File: src/rtl/uart_rx_cmd_ctrl.sv
// uart_rx_cmd_ctrl: parses SOF/ADDR/DATA/CHK byte frames from the UART receiver into register writes.
module uart_rx_cmd_ctrl #(
  parameter logic [7:0] SOF_BYTE    = 8'hA5,
  parameter int         TIMEOUT_CYC = 12000,
  parameter int         ADDR_W      = 4
) (
  input  logic              clk,
  input  logic              rstn,
  input  logic              rcv,
  input  logic [7:0]        last,
  output logic              reg_we,
  output logic [ADDR_W-1:0] reg_addr,
  output logic [7:0]        reg_wdata,
  output logic              err_chk,
  output logic              err_tmo,
  output logic              busy,
  output logic [7:0]        frame_cnt
);
  localparam int CW = $clog2(TIMEOUT_CYC + 1);
  typedef enum logic [1:0] {IDLE, ADDR, DATA, CHK} state_t;
  state_t        state;
  logic [7:0]    addr_q, data_q;
  logic [CW-1:0] cnt;
  logic          tmo;
  // a byte arriving in the expiry cycle takes priority over the timeout
  assign tmo  = state != IDLE && !rcv && cnt == CW'(TIMEOUT_CYC - 1);
  assign busy = state != IDLE;
  always_ff @(posedge clk or negedge rstn) begin
    if (!rstn) begin
      state     <= IDLE;
      addr_q    <= '0;
      data_q    <= '0;
      cnt       <= '0;
      reg_we    <= 1'b0;
      reg_addr  <= '0;
      reg_wdata <= '0;
      err_chk   <= 1'b0;
      err_tmo   <= 1'b0;
      frame_cnt <= '0;
    end else begin
      reg_we  <= 1'b0;
      err_chk <= 1'b0;
      err_tmo <= tmo;
      cnt     <= (rcv || state == IDLE || tmo) ? '0 : cnt + 1'b1;
      if (tmo) state <= IDLE;
      else if (rcv) begin
        case (state)
          IDLE: state <= (last == SOF_BYTE) ? ADDR : IDLE;
          ADDR: begin
            addr_q <= last;
            state  <= DATA;
          end
          DATA: begin
            data_q <= last;
            state  <= CHK;
          end
          CHK: begin
            state <= IDLE;
            if (last == (SOF_BYTE ^ addr_q ^ data_q)) begin
              reg_we    <= 1'b1;
              reg_addr  <= addr_q[ADDR_W-1:0];
              reg_wdata <= data_q;
              frame_cnt <= frame_cnt + 1'b1;
            end else err_chk <= 1'b1;
          end
        endcase
      end
    end
  end
endmodule

File: config.mk
export PLATFORM = sky130hd
export DESIGN_NAME = uart_rx_cmd_ctrl
export DESIGN_NICKNAME = d
export VERILOG_FILES = /design/src/rtl/uart_rx_cmd_ctrl.sv
export SDC_FILE = /design/constraint.sdc
export NUM_CORES = 1
export LEC_CHECK = 0
export CORE_MARGIN = 2
export CORE_UTILIZATION = 58
export DETAILED_ROUTE_END_ITERATION = 8
export PLACE_DENSITY = 0.84
export SYNTH_ARGS = -nofsm -noshare
export SYNTH_HDL_FRONTEND = slang
export SYNTH_SLANG_ARGS = --single-unit
File: constraint.sdc
create_clock -name clk -period 4.2 [get_ports clk]
set_clock_uncertainty 0.1 [all_clocks]
set_input_delay 0.84 -clock clk [delete_from_list [all_inputs] [get_ports clk]]
set_output_delay 0.84 -clock clk [all_outputs]
set_load 0.005 [all_outputs]
* Word-level counts from Yosys, hierarchy flattened *
Index checks and enable logic that the tools add are counted.

storage, ports and cells
  logic and storage cells = 45
  bits in registers = 55
  input port bits = 11

cells by class
  $add $sub $neg = 2
  equality and inequality tests = 6
  reductions and logical operators = 11
  bitwise logic cells = 3
  muxes and demuxes = 13

operators with widths
  operator               count
  $add 14x1->14 const B  1
  $eq 14x14->1 const B   1
  $mux 14                1
  $mux 1                 9
  $add 8x1->8 const B    1
  $eq 8x8->1             1
  $eq 8x8->1 const B     1
  $pmux 2 s4             1
  $xor 8x8->8            1
  $reduce_and 3->1       2
  $eq 2x2->1 const B     2
  $mux 2                 2
  $not 4->4              1
  $reduce_and 4->1       1
  $reduce_bool 2->1      2
  $eq 2x1->1 const B     1
  $logic_and 1x1->1      2
  $logic_not 2->1        1
  $logic_or 1x1->1       2
  $logic_not 1->1        1
  $not 1->1              1

* Depth between registers and ports, before layout *
  depth after elaboration = 7
  mapped depth = 6
  gate-level depth less buffers = 6

* Worst setup path before layout *
OpenSTA, ideal clock, no wires.

  path kind = input to register
  start = input last[7]
  end = register reg_addr[3]
  arrival time = 2462 ps
  path slack = 1513 ps
  buffers on the path = 1
  stages on the path = 5
  path through = xnor3_1 -> or4_4 -> nor3_4 -> buf_6 -> mux2_2

between the ends
  longest elaborated chain between the ends = 2

ends and longest elaborated chain
  element                            line  text
  from (decl)                        10    input logic [7:0] last,
  $eq 8x8->1                         59    if (last == (SOF_BYTE ^ addr_q ^ data_q)) begin
  $reduce_and 4->1 (no source line)  n/a
  to (signal assigned)               61    reg_addr <= addr_q[ADDR_W-1:0];
  to (decl)                          12    output logic [ADDR_W-1:0] reg_addr,

Every way passes these cells.
A chain may end at the register's enable or synchronous reset.

* Final worst setup path *
  start = input last[7]
  end = register reg_addr[1]

The elaborated chain is that of the path after synthesis.

==> flow_metrics.tcl <==
set metrics [dict create \
    yosysUniqueCellTypes 25 \
    yosysTopAreaCell "dfrtp_1" \
    drive_above_1_share_pct 16.7 \
    worst_pin_slew_ns 0.667 \
    antenna_cells 0 \
    ys_seq_area_share_pct 54.7 \
    place_ws_ns 0.623 \
    syn_avg_cell_area_um2 13.4 \
    final_cell_mix "55 x dfrtp_1, 33 x clkdlybuf4s50_1, 26 x mux2_2" \
    dieArea_um2 4880 \
    numPortBuffers 34 \
    ys_ff_latch 55 \
    die_h_um 69.9 \
    numCtsBuffers 5 \
    drt-initial-drc-count 62 \
    tns_ns 0 \
    synth-edff-count 0 \
    ir_drop_mv 0.311 \
    cts_buffer_depth 2 \
    core_area_um2 4090 \
    fin_nets 244 \
    yosys_warnings 0 \
    setup_slack_ns 0.970 \
    cp-end-kind "flop" \
    criticalPathCategory "in -> reg" \
    root_buffer "clkbuf_8" \
    fin_crit_ns 3.23 \
    gp_congestion 0.790 \
    dp.cells 270 \
    layout_commonest_cell "dfrtp_1" \
    p_leak_nw 1.41 \
    drcViolationCount 0 \
    setup_viol 0 \
    grt_max_degree 56 \
    worstSkewPairLatency_ns 0.30 \
    synthAdderAreaFrac_pct 2.98 \
    period_share_pct 76.9 \
    dr.pass1.iters 4 \
    std_cell_rows 23 \
    maxCapViolCount 0 \
    ctsHoldBuffers 0 \
    antenna_left 0 \
    syn_nets 205 \
    synth_top_area_share_pct 54.7 \
    globalRoute.totalOverflow 0 \
    synthXorXnorAreaFrac_pct 13.9 \
    slew-limit-headroom_pct 55.5 \
    track_usage_pct 20.8 \
    ys_top_cells_by_area "dfrtp_1 55%, mux2_2 12%, xnor3_1 5.4%" \
    dp_hpwl_mm 3.25 \
    p_total_mw 1.37 \
    grt_pass1_wl_mm 7.82 \
    h-tree-depth 2 \
    yosys.area_share.simple_pct 12.9 \
    power_density_nw_per_um2 459 \
    first_global_vias 1588 \
    area_growth_pct 18.7 \
    synth_compound_area_share_pct 0.795 \
    antenna_found_initial 0 \
    post_cts_buffers 0 \
    synthFlopType "dfrtp_1" \
    start_util_pct 61.6 \
    cts_tree "yes" \
    ys_async_sr_fraction_pct 100 \
    worstHoldPathType "reg -> reg" \
    holdWs_ns 0.391 \
    critical_path_required_ns 4.30 \
    cp_max_fo 15 \
    synth_area_um2 2520 \
    start_kind "primary input" \
    stdcell_count 277 \
    rsz0062_at_grt "false" \
    synth_cells 188 \
    max_freq_ghz 0.310 \
    cts_sinks 55 \
    clkTransAtPathRegs_ns 0.09 \
    hold_violations 0 \
    synth_top_family_by_area "XOR/XNOR gates" \
    crit_arrival_ns 3.33 \
    io-pin-count 35 \
    vias_per_cell 5.47 \
    maxSlewViolCount 0 \
    cts-resized-gates 0 \
    synthMuxAreaShare_pct 13.0 \
    drt-wirelength-per-cell_um 16.1 \
    drt-total-wl_mm 4.45 \
    status "finished, final reports clean" \
    die_w_um 69.9 \
    vias 1515 \
]
==> final timing paths <==
check,start,end,slack (ns),cells after the start
setup / recovery,last[7],reg_addr[1]$_DFFE_PN0P_,0.97,6
hold / removal,frame_cnt[7]$_DFFE_PN0P_,frame_cnt[7]$_DFFE_PN0P_,0.39,1
setup reg to reg,addr_q[7]$_DFFE_PN0P_,reg_addr[1]$_DFFE_PN0P_,1.71,5
hold reg to reg,frame_cnt[7]$_DFFE_PN0P_,frame_cnt[7]$_DFFE_PN0P_,0.39,1
max in group asynchronous,rstn,cnt[4]$_DFF_PN0_,3.02,2
min in group asynchronous,rstn,cnt[5]$_DFF_PN0_,0.54,2
==> metal layers <==
layer  wire, µm  global-route usage, %  vias up  part of all wire, %
li1           -                      -      731                    -
met1       1980                   26.5      736                   45
met3        156                   5.48        9                  3.5
met5          0                      0        -                    0
met2       2220                   34.0       39                   50
met4         89                   8.33        0                  2.0
==> through the flow <==
step                      instance area, µm²  util (%)
after floorplan                         2520         -
after global placement                  2900      71.0
after detailed placement                2900      71.0
after CTS                               2990      73.1
after global routing                    2990      73.1
final                                   2990      73.1
==> where the power goes <==
group          internal, mW  switching, mW
Sequential            0.624         0.0849
Clock                 0.130          0.163
Combinational         0.233          0.138
Total                 0.987          0.385
==> synth_stat cells (3+ instances only) <==
library cell,count
and3_1,5
and4_1,3
dfrtp_1,55
ha_1,6
inv_1,4
mux2_1,3
mux2_2,26
nand2_1,10
nand3_1,9
nand4_1,7
nor2_1,17
xnor2_1,8
xnor3_1,6
xor2_1,11
==> sequential cells by signal, indices dropped and copies added (netlist names) <==
register,cells
addr_q,8
cnt,14
data_q,8
err_chk,1
err_tmo,1
frame_cnt,8
reg_addr,4
reg_wdata,8
reg_we,1
state,2
==> final cells by class <==
| cell class | count | area, µm² |
|---|---|---|
| tap | 50 | 62.6 |
| sequential | 55 | 1380 |
| multi-input combinational | 125 | 1100 |
| inverter | 4 | 15.0 |
| timing repair buffer | 36 | 350 |
| clock buffer | 6 | 82.6 |
| fill | 257 | 1100 |
| clock inverter | 1 | 5.00 |
==> worst max-delay path, stage by stage <==
cell and delay, ns:
clkdlybuf4s50_1 0.53, xnor3_1 0.41, or4_4 0.56, nor3_4 0.34
buf_4 0.28, mux2_2 0.35
==> cell families after synthesis <==
kind of cell             count (synthesis)
AO/OA/AOI/OAI                            3
adder cells (fa/ha/maj)                  6
XOR/XNOR                                27
flip-flops                              55
buffers and inverters                    8
AND/OR/NAND/NOR                         60
multiplexers                            29
No activity file was read; power rests on OpenSTA's default activity.
